### config.mk
export PLATFORM = sky130hd
export DESIGN_NAME = hack_mul_seq
export DESIGN_NICKNAME = d
export VERILOG_FILES = /design/src/rtl/hack_mul_seq_pkg.sv /design/src/rtl/hack_mul_seq_halu.sv /design/src/rtl/hack_mul_seq.sv
export SDC_FILE = /design/constraint.sdc
export NUM_CORES = 1
export LEC_CHECK = 0
export CAP_MARGIN = 20
export CORE_MARGIN = 5
export CORE_UTILIZATION = 25
export CTS_CLUSTER_SIZE = 14
export DETAILED_ROUTE_END_ITERATION = 16
export GPL_TIMING_DRIVEN = 0
export PLACE_DENSITY_LB_ADDON = 0.15
export SETUP_SLACK_MARGIN = 0.2
export SLEW_MARGIN = 20
export SYNTH_ARGS = -nofsm -noshare
export SYNTH_HDL_FRONTEND = slang
export SYNTH_SLANG_ARGS = --single-unit
export TNS_END_PERCENT = 5
### constraint.sdc
create_clock -name clk -period 2.9 [get_ports clk]
set_input_delay 0.29 -clock clk [delete_from_list [all_inputs] [get_ports clk]]
set_output_delay 0.29 -clock clk [all_outputs]
set_load 0.01 [all_outputs]
### src/rtl/hack_mul_seq_pkg.sv
// rtl/hack_mul_seq_pkg.sv - shared FSM state encoding and ALU control constant for hack_mul_seq
package hack_mul_seq_pkg;

  // Sequencer states (2-bit encoding)
  typedef enum logic [1:0] {
    S_IDLE = 2'd0,
    S_ADD  = 2'd1,
    S_DBL  = 2'd2,
    S_DONE = 2'd3
  } state_t;

  // Hack ALU controls {zx,nx,zy,ny,f,no} selecting x+y
  localparam logic [5:0] ALU_CTRL_ADD = 6'b000010;

endpackage

### src/rtl/hack_mul_seq_halu.sv
// rtl/hack_mul_seq_halu.sv - Hack ALU (zx/nx/zy/ny/f/no) shared by the multiply sequencer
module hack_mul_seq_halu #(
  parameter int WIDTH = 16
) (
  input  logic [WIDTH-1:0] x,
  input  logic [WIDTH-1:0] y,
  input  logic             zx,
  input  logic             nx,
  input  logic             zy,
  input  logic             ny,
  input  logic             f,
  input  logic             no,
  output logic [WIDTH-1:0] out
);

  logic [WIDTH-1:0] x_z, x_n, y_z, y_n, res;

  // Standard Hack ALU: optional zero/negate on each input, add or and, optional output negate
  always_comb begin
    x_z = zx ? '0 : x;
    x_n = nx ? ~x_z : x_z;
    y_z = zy ? '0 : y;
    y_n = ny ? ~y_z : y_z;
    res = f ? (x_n + y_n) : (x_n & y_n);
    out = no ? ~res : res;
  end

endmodule

### src/rtl/hack_mul_seq.sv
// rtl/hack_mul_seq.sv - multi-cycle shift-and-add 16-bit multiplier on a shared Hack ALU (option: HACK_MUL_EARLY_EXIT_EN)
module hack_mul_seq
  import hack_mul_seq_pkg::*;
#(
  parameter int WIDTH = 16,
  parameter int CNT_W = 4
) (
  input  logic             clk,
  input  logic             rst_n,
  input  logic             start,
  input  logic [WIDTH-1:0] a,
  input  logic [WIDTH-1:0] b,
  output logic             busy,
  output logic             done,
  output logic [WIDTH-1:0] prod,
  output logic             prod_zr,
  output logic             prod_ng
);

  localparam logic [CNT_W-1:0] CNT_LAST = CNT_W'(WIDTH - 1);

  state_t           state, state_nxt;
  logic [WIDTH-1:0] acc, acc_nxt;
  logic [WIDTH-1:0] mcand, mcand_nxt;
  logic [WIDTH-1:0] mplier, mplier_nxt;
  logic [CNT_W-1:0] cnt, cnt_nxt;
  logic [WIDTH-1:0] alu_x;
  logic [WIDTH-1:0] alu_out;

  // ALU x operand: accumulator while adding, multiplicand while doubling
  always_comb begin
    alu_x = (state == S_ADD) ? acc : mcand;
  end

  hack_mul_seq_halu #(.WIDTH(WIDTH)) u_halu (
    .x   (alu_x),
    .y   (mcand),
    .zx  (ALU_CTRL_ADD[5]),
    .nx  (ALU_CTRL_ADD[4]),
    .zy  (ALU_CTRL_ADD[3]),
    .ny  (ALU_CTRL_ADD[2]),
    .f   (ALU_CTRL_ADD[1]),
    .no  (ALU_CTRL_ADD[0]),
    .out (alu_out)
  );

  // Next-state and datapath update selection
  always_comb begin
    state_nxt  = state;
    acc_nxt    = acc;
    mcand_nxt  = mcand;
    mplier_nxt = mplier;
    cnt_nxt    = cnt;
    case (state)
      S_IDLE: begin
        if (start) begin
          acc_nxt    = '0;
          mcand_nxt  = a;
          mplier_nxt = b;
          cnt_nxt    = '0;
          state_nxt  = b[0] ? S_ADD : S_DBL;
`ifdef HACK_MUL_EARLY_EXIT_EN
          if (b == '0) state_nxt = S_DONE;
`endif
        end
      end
      S_ADD: begin
        acc_nxt   = alu_out;
        state_nxt = S_DBL;
      end
      S_DBL: begin
        mcand_nxt  = alu_out;
        mplier_nxt = mplier >> 1;
        cnt_nxt    = cnt + CNT_W'(1);
        if (cnt == CNT_LAST) state_nxt = S_DONE;
        else                 state_nxt = mplier[1] ? S_ADD : S_DBL;
`ifdef HACK_MUL_EARLY_EXIT_EN
        // No multiplier bits left: remaining steps could only double mcand
        if (mplier_nxt == '0) state_nxt = S_DONE;
`endif
      end
      S_DONE: begin
        state_nxt = S_IDLE;
      end
      default: begin
        state_nxt = S_IDLE;
      end
    endcase
  end

  // State and datapath registers
  always_ff @(posedge clk or negedge rst_n) begin
    if (!rst_n) begin
      state  <= S_IDLE;
      acc    <= '0;
      mcand  <= '0;
      mplier <= '0;
      cnt    <= '0;
    end else begin
      state  <= state_nxt;
      acc    <= acc_nxt;
      mcand  <= mcand_nxt;
      mplier <= mplier_nxt;
      cnt    <= cnt_nxt;
    end
  end

  // Status and result outputs decoded from state and accumulator
  always_comb begin
    busy    = (state == S_ADD) || (state == S_DBL);
    done    = (state == S_DONE);
    prod    = acc;
    prod_zr = (acc == '0);
    prod_ng = acc[WIDTH-1];
  end

endmodule

# Word level (Yosys, flattened, before mapping)
# Index checks and enable logic that the tools add are counted.
dict set report op_classes {
  n_addsub 2
  n_eq_ne 5
  reduce_logical 7
  mux 14
}
# operator count
set ops {}
lappend ops {{16-bit case mux with 2 select lines} 3}
lappend ops {{16-bit 2-to-1 mux} 4}
lappend ops {{16-bit adder} 1}
lappend ops {{16-bit logical NOT} 1}
lappend ops {{2-bit 2-to-1 mux} 4}
lappend ops {{2-bit case mux with 4 select lines} 1}
lappend ops {{4-bit case mux with 2 select lines} 1}
lappend ops {{4-bit by 1-bit adder with 4-bit output, second input constant} 1}
lappend ops {{2-bit == test, second input constant} 2}
lappend ops {{4-bit == test, second input constant} 1}
lappend ops {{4-bit 2-to-1 mux} 1}
lappend ops {{2-bit AND reduction} 2}
lappend ops {{2-bit nonzero test} 2}
lappend ops {{2-bit by 1-bit == test with 1-bit output, second input constant} 1}
lappend ops {{2-bit logical NOT} 1}
lappend ops {{2-bit inequality test, second input constant} 1}
lappend ops {{1-bit logical OR} 1}
dict set report word_totals {
  input_bits 35
  register_bits 54
}

# Depth between registers and ports, before layout
# Gate-level depths: netlist of run 1.
dict set report depth {
  depth_word 4
  mapped_depth 13
  ltp_nobuf 12
}

# Hierarchy
# From an unflattened synthesis of run 1, not the netlist that was laid out.
dict set report hier_totals {
  hier_cells 450
  hier_area_um2 4354.2
}
# mod instances area_each_um2 cells_per_inst
set by_module_without_submodules {}
lappend by_module_without_submodules {hack_mul_seq 1 2686.3 238}
lappend by_module_without_submodules {hack_mul_seq_halu 1 1667.8 212}

# Worst setup path before layout of run 1
# Ideal clock, no wire load.
dict set report synth_path {
  path_kind {register to register}
  from {register state[1]}
  to {register mcand[15]}
  t_arrival_ns 2.973
  stages_incl_launch_ff 12
  slack_ns -0.199
  required_ns 2.774
  cell_sequence {dfrtp_1 > inv_1 > ha_1 > clkbuf_1 > mux2_2 > ha_1 > a21oi_1 > o211ai_1 > a221o_1 > a211oi_1 > xor2_1 > a221o_1}
}
dict set report synth_via {
  elab_chain_len 4
  elab_cells_between_ends 9
  classes_between {1 x add/sub; 3 x eq/ne; 2 x mux; 3 x reduce/logical}
}
# item line
set synth_lines {}
lappend synth_lines {{start, declared} hack_mul_seq.sv:22} ;# state_t state, state_nxt;
lappend synth_lines {{start signal, assigned} hack_mul_seq.sv:100} ;# state <= state_nxt;
lappend synth_lines {{2-bit by 1-bit == test with 1-bit output} hack_mul_seq.sv:32} ;# alu_x = (state == S_ADD) ? acc : mcand;
lappend synth_lines {{16-bit 2-to-1 mux} hack_mul_seq.sv:32}
lappend synth_lines {{16-bit adder} hack_mul_seq_halu.sv:24} ;# res = f ? (x_n + y_n) : (x_n & y_n);
lappend synth_lines {{16-bit case mux with 2 select lines} hack_mul_seq.sv:54} ;# case (state)
lappend synth_lines {{end signal, assigned} hack_mul_seq.sv:102} ;# mcand <= mcand_nxt;
lappend synth_lines {{end, declared} hack_mul_seq.sv:24} ;# logic [WIDTH-1:0] mcand, mcand_nxt;
# Parallel ways exist; a longest one is shown, timed or not.
# A chain may end at the register's enable or synchronous reset.

# Worst setup path after layout of run 1
dict set report layout_path {
  from {register state[1]}
  to {register acc[12] (netlist: prod[12])}
}
dict set report layout_via {
  elab_chain_len 4
  elab_cells_between_ends 8
  classes_between {1 x add/sub; 2 x eq/ne; 2 x mux; 3 x reduce/logical}
}
# item line
set layout_lines {}
lappend layout_lines {{2-bit by 1-bit == test with 1-bit output} {hack_mul_seq.sv:32, hack_mul_seq.sv:54}}
lappend layout_lines {{16-bit 2-to-1 mux} hack_mul_seq.sv:32}
lappend layout_lines {{16-bit adder} hack_mul_seq_halu.sv:24}
lappend layout_lines {{16-bit case mux with 2 select lines} hack_mul_seq.sv:54}
lappend layout_lines {{end signal, assigned} hack_mul_seq.sv:101} ;# acc <= acc_nxt;
lappend layout_lines {{end, declared} hack_mul_seq.sv:23} ;# logic [WIDTH-1:0] acc, acc_nxt;
# Parallel ways exist; a longest one is shown, timed or not.

==> results by group, run 1 <==
Outcome
  • Status: finished clean

Hold path
  • Hold Crit Class: in2async

Logic synthesis
  • Fraction of registers with async set/reset: 1.00
  • Ys Warns: 0
  • Cell variety after synth: between 40 and 50
  • Synthesized Nets: 410
  • Sequential area share after synthesis: 0.395
  • Synth area leader: dfrtp_1
  • Mapped Area: 3360 sq um
  • Top cells by area, synth: dfrtp_1, ha_1, mux2i_1
  • Syn avg cell area: 9.60 sq um
  • Seq cells post-synth: 53
  • Ys flop type: dfrtp_1
  • Area share of the leading cell type in the synthesized netlist: 0.395
  • Cell count after synthesis: 350
  • Number of synthesized flops with an enable pin: 0

Floorplan
  • Die W: roughly 130 um
  • IO Pins: 55
  • Row count: 42
  • Initial cell density of the core: 0.255
  • Die ar.: 15,900 sq um
  • Core Region: 13,200 sq um
  • Chip Height: approximately 130 um

STA
  • Final hold vios: 0
  • Slew Viols, Final: 0
  • Setup violations, final: 0
  • Setup TNS: 0 ps
  • Max_slew headroom: 0.443
  • Worst-margin pin slew: 836 ps
  • RSZ-0062 raised after global routing: yes
  • Tcrit/Tclk final: 0.972
  • Peak Freq: 0.355 GHz
  • Period minus WS final: 2820 ps
  • Clock Skew: slightly below 6 ps

Global routing
  • Total congestion overflow: 0
  • Global-route wire length before repair: around 17,000 um
  • Initial antenna violation count: 0
  • Number of global-route vias before repair: around 3,000
  • Pin count of the biggest net entering global routing: 38
  • All-Layer GR Usage: 0.131

Placed design
  • GPL Wtd Cong: approximately 0.8
  • Port Buffer Count: 54
  • HPWL Detailed: about 7400 um

CTS
  • CTS root buf: clkbuf_16
  • Clock Path Buffers: 2
  • Skew-Pair Late Insertion Delay: about 300 ps
  • CTS H-Tree Depth: 2
  • CTS sink count: 53
  • Total CTS buffers: 5
  • Clock slew at reported path FFs: around 70 ps
  • TritonCTS clock tree: built

Setup path
  • Cell mode on critical path: ha_4
  • Worst path top cell family by delay: compound AO/OA/AOI/OAI gates
  • Largest stage delay, worst path: ~390 ps
  • CP bufs+invs: 2
  • Slowest CP cell: dfrtp_1
  • Critical path required time: 3090 ps
  • Crit Path Max Fanout: 6
  • CP startpoint kind: flip-flop
  • Crit Path Class: reg2reg
  • Critical path arrival: between 3000 and 4000 ps
  • Worst setup EP type: flip-flop
  • Crit-path cells: inv_2, ha_4, buf_6, mux2_4, ha_4, and2_4, a221o_1, o211ai_4, a21oi_2, or3_1, a32o_1

Power and ir drop
  • Maximum VDD drop: 0.388 mV
  • Pwr per Cell Area: 1340 nW/um^2
  • Pleak: 2.00 nW

Layout
  • Most common cell after layout, fill and taps aside: clkdlybuf4s50_1
  • Nets: between 400 and 500
  • N_diodes: 0
  • # fillers: 1,340
  • Commonest cells after routing, fill and taps aside: clkdlybuf4s50_1, dfrtp_1, nand2_1
  • Layout cell share with drive strength beyond 1: 0.217
  • Layout area overhead: 43.1%
  • Final Util: 0.364

Drt
  • Vias after detailed routing: between 2,000 and 3,000
  • Drt initial violations: 129
  • WL per Instance: 17.4 um
  • Vias per cell: approximately 4.8
  • Antenna viol nets, final: 0
  • Final WL: about 11,000 um
  • TritonRoute pass-1 iters: 4
  • # DRC: 0

Flow run
  • MaxCap Viol Count: 0
routing by layer:
metal,vias up,global-route usage,share of wire
li1,1423,-,-
met1,1393,0.181,0.49
met2,55,0.214,0.47
met3,8,0.0233,0.035
met4,0,0.0290,0.0082
met5,-,0,0
metrics by stage:
stage	instances	worst slack [ps]	area (sq um)	total power, mW	hold WS, ps
2_1_floorplan	350	161	3430	3.80	-5.59
3_3_place_gp	580	-357	4190	4.88	468
3_5_place_dp	581	-217	4210	4.92	181
4_1_cts	600	-14.0	4700	6.22	407
5_1_grt	604	-19.6	4810	6.95	420
6_report	604	80.0	4810	6.43	393
path summary, 6_finish.rpt:
path / depth (start not counted) / startpoint / slack, ps / end
setup / recovery: 11 / state[1] / 80 / prod[12]
hold / removal: 2 / rst_n / 390 / prod[3]
setup reg to reg: 11 / state[1] / 80 / prod[12]
hold reg to reg: 2 / mplier[9] / 480 / mplier[9]
max in group asynchronous: 3 / rst_n / 2010 / state[0]
min in group clk: 2 / mplier[9] / 480 / mplier[9]
cells by family after synthesis:
family | Yosys count | share of synthesized area
simple gates | 85 | 0.120
buf+inv | 30 | 0.0354
fa+ha+maj | 25 | 0.0953
mux | 37 | 0.116
flops | 53 | 0.395
xor+xnor | 14 | 0.0365
compound gates | 106 | 0.203
timing repair:
item                                    CTS  global route
cloned                                    1             0
setup buffers                             9             4
endpoints found under the hold margin    16             0
pin swaps                                23            14
resized for setup                        53            18
endpoints found under the setup margin   18            18
hold buffers                              1             0
registers in the layout, summed over array words and instances, names as in the netlist:
name	count
mplier	15
cnt	4
state	2
prod	16
mcand	16
area by class of cell:
class	count	area [sq um]	share of cell area
Multi-Input combinational cell	267	2260	0.471
Clock buffer	7	153	0.0318
Sequential cell	53	1330	0.276
Buffer	17	105	0.0219
Tap cell	176	220	0.0458
Timing Repair Buffer	70	684	0.142
Clock inverter	1	5.00	0.00104
Inverter	13	48.8	0.0102
synth_stat cells, types with 8 or more instances:
cell and n:
o21ai_0 43, inv_1 13, clkbuf_1 12, a22o_1 12, ha_1 24, mux2_2 15
nand2_1 45, a21oi_1 18, xor2_1 8, mux2i_1 22, dfrtp_1 53
power breakdown:
group | switching (mW) | internal (mW) | leakage (nW)
Combinational | 2.37 | 2.06 | 1.24
Clock | 0.290 | 0.367 | 0.0799
Sequential | 0.287 | 1.05 | 0.678
worst register-to-register path, stage by stage, from the launching register on:
cell and delay (ps):
dfrtp_1 390, inv_2 90, ha_4 200, buf_6 110, mux2_4 300, ha_4 160, and2_4 160, a221o_1 370
o211ai_4 240, a21oi_2 100, or3_1 350, a32o_1 250
Power figures use the tool's default switching activity.
==> inputs of run 2 (changes only) <==
MAX_ROUTING_LAYER = met4   (was default)
==> run 2 against run 1 <==
Against the previous run: global-route usage rose by 0.39 points; clock skew barely moved; die area did not move; hold slack barely moved; non-clock buffer count did not move; worst setup slack got worse by 0.67 ps; final cell count did not move; core utilization did not move; sequential power barely moved; count of clock-buffer cells in the layout did not move; critical path type unchanged; largest cell class unchanged.
==> results by group, run 2 (synthesized netlist as in run 1, its figures left out) <==
Power and ir drop
  • Pleak: roughly 2.0 nW
  • Clk pwr share: 0.102
  • Internal: 3.48 mW
  • Maximum VDD drop: 0.388 mV
  • Switching power: roughly 3 mW
  • Pwr per Cell Area: between 1000 and 1500 nW/um^2
  • Sw frac: 0.458
  • Power, Total: 6.43 mW
  • Reg power frac: 0.209
  • Combinational fraction of design power: 0.689

Placed design
  • Placed cell area: approximately 4200 sq um
  • HPWL Detailed: around 7400 um
  • Port Buffer Count: between 50 and 60
  • DP Worst Slack: -217 ps
  • GPL Wtd Cong: 0.806
  • Dpl cells: 581

CTS
  • CTS root buf: clkbuf_16
  • CTS sink count: 53
  • CTS H-Tree Depth: 2
  • Clock slew at reported path FFs: ~70 ps
  • Clock Path Buffers: 2
  • TritonCTS clock tree: built
  • Total CTS buffers: 5
  • Skew-Pair Late Insertion Delay: around 300 ps

Layout
  • Final Instance Area: 4810 sq um
  • Most common cell after layout, fill and taps aside: clkdlybuf4s50_1
  • Multi-input logic area: 2260 sq um
  • N_diodes: 0
  • Nets: 487
  • # fillers: around 1,300
  • Final Util: 0.364
  • Commonest cells after routing, fill and taps aside: clkdlybuf4s50_1, dfrtp_1, nand2_1
  • Layout area overhead: 43.1%
  • FF/Latch Area: between 1000 and 1500 sq um
  • Finished Layout Cells: 604
  • Layout cell share with drive strength beyond 1: 0.217

STA
  • Period minus WS final: roughly 2800 ps
  • Slew Viols, Final: 0
  • Final hold vios: 0
  • Peak Freq: 0.355 GHz
  • Setup TNS: 0 ps
  • Worst-margin pin slew: around 840 ps
  • Setup violations, final: 0
  • Tcrit/Tclk final: 0.973
  • Slack of the critical path: between 70 and 80 ps
  • Max_slew headroom: 0.443
  • Hold Slack: a little under 400 ps
  • Clock Skew: between 5 and 6 ps
  • RSZ-0062 raised after global routing: yes

Setup path
  • Critical path required time: between 3000 and 4000 ps
  • Slowest CP cell: dfrtp_1
  • Cell mode on critical path: ha_4
  • CP startpoint kind: flip-flop
  • Critical path arrival: about 3000 ps
  • Crit Path Class: reg2reg
  • Largest stage delay, worst path: 390 ps
  • Crit-path cells: inv_2, ha_4, buf_6, mux2_4, ha_4, and2_4, a221o_1, o211ai_4, a21oi_2, or3_1, a32o_1
  • Crit Path Max Fanout: 6
  • Worst setup EP type: flip-flop

Hold path
  • Hold Crit Class: in2async

Global routing
  • All-Layer GR Usage: 0.135
  • Pin count of the biggest net entering global routing: 38
  • Number of global-route vias before repair: just over 3,000
  • Total congestion overflow: 0
  • Initial antenna violation count: 0
  • Global-route wire length before repair: roughly 17,000 um

Drt
  • Drt initial violations: 150
  • Antenna viol nets, final: 0
  • # DRC: 0
  • Vias after detailed routing: ~2,900
  • Final WL: between 10,000 and 15,000 um
  • Vias per cell: approximately 4.8
  • WL per Instance: 17.4 um
  • TritonRoute pass-1 iters: 4

Floorplan
  • Initial cell density of the core: 0.255
  • Row count: 42
  • Die W: approximately 130 um
  • Chip Height: roughly 130 um
  • Core Region: 13,200 sq um
  • IO Pins: 55
  • Die ar.: 15,900 sq um

Outcome
  • Status: finished clean

Flow run
  • MaxCap Viol Count: 0
==> run 2: cell counts in the layout (fill, tap and decap cells not counted) <==
No cell type changed its count.
==> run 2: power groups by stage <==
stage | Clock (mW) | Combinational, mW | Sequential (mW)
final | 0.657 | 4.43 | 1.34
after global routing | 0.707 | 4.86 | 1.38
after CTS | 0.679 | 4.20 | 1.34
after detailed placement | 0 | 3.59 | 1.32
after global placement | 0 | 3.56 | 1.31
after floorplan | 0 | 2.53 | 1.28
==> run 2: path summary, 6_finish.rpt <==
path,slack (ps),from,end,cells after the start
worst max register to register,80,state[1],prod[12],11
worst min register to register,480,mplier[9],mplier[9],2
worst min-delay path,390,rst_n,prod[3],2
worst max-delay path,80,state[1],prod[12],11
min in group clk,480,mplier[9],mplier[9],2
max in group asynchronous,2010,rst_n,state[0],3
==> run 2: routing by layer <==
metal | global-route usage | share of wire | up-vias
met2 | 0.214 | 0.47 | 55
met3 | 0.0216 | 0.032 | 8
li1 | - | - | 1421
met4 | 0.0290 | 0.0082 | 0
met1 | 0.182 | 0.49 | 1400
met5 | - | 0 | -
==> run 2: critical path, delay by kind of cell (launching register included) <==
| kind | cells | cell delay, ps |
|---|---|---|
| AOI/OAI and AO/OA | 4 | 960 |
| adders and majority gates | 2 | 360 |
| and+or+nand+nor | 2 | 510 |
| DFF | 1 | 390 |
| buffers and inverters | 2 | 200 |
| muxes | 1 | 300 |
==> run 2: layout make-up <==
cell class,count,area share
Sequential cell,53,0.276
Clock inverter,1,0.00104
Clock buffer,7,0.0318
Inverter,13,0.0102
Timing Repair Buffer,70,0.142
Multi-Input combinational cell,267,0.471
Tap cell,176,0.0458
Buffer,17,0.0219
==> run 2: repair_timing <==
item | CTS | global route
resized for setup | 53 | 18
gates cloned | 1 | 0
pin swaps | 23 | 14
endpoints found under the hold margin | 16 | 0
setup buffers | 9 | 4
setup endpoints to repair | 18 | 18
hold buffers | 1 | 0
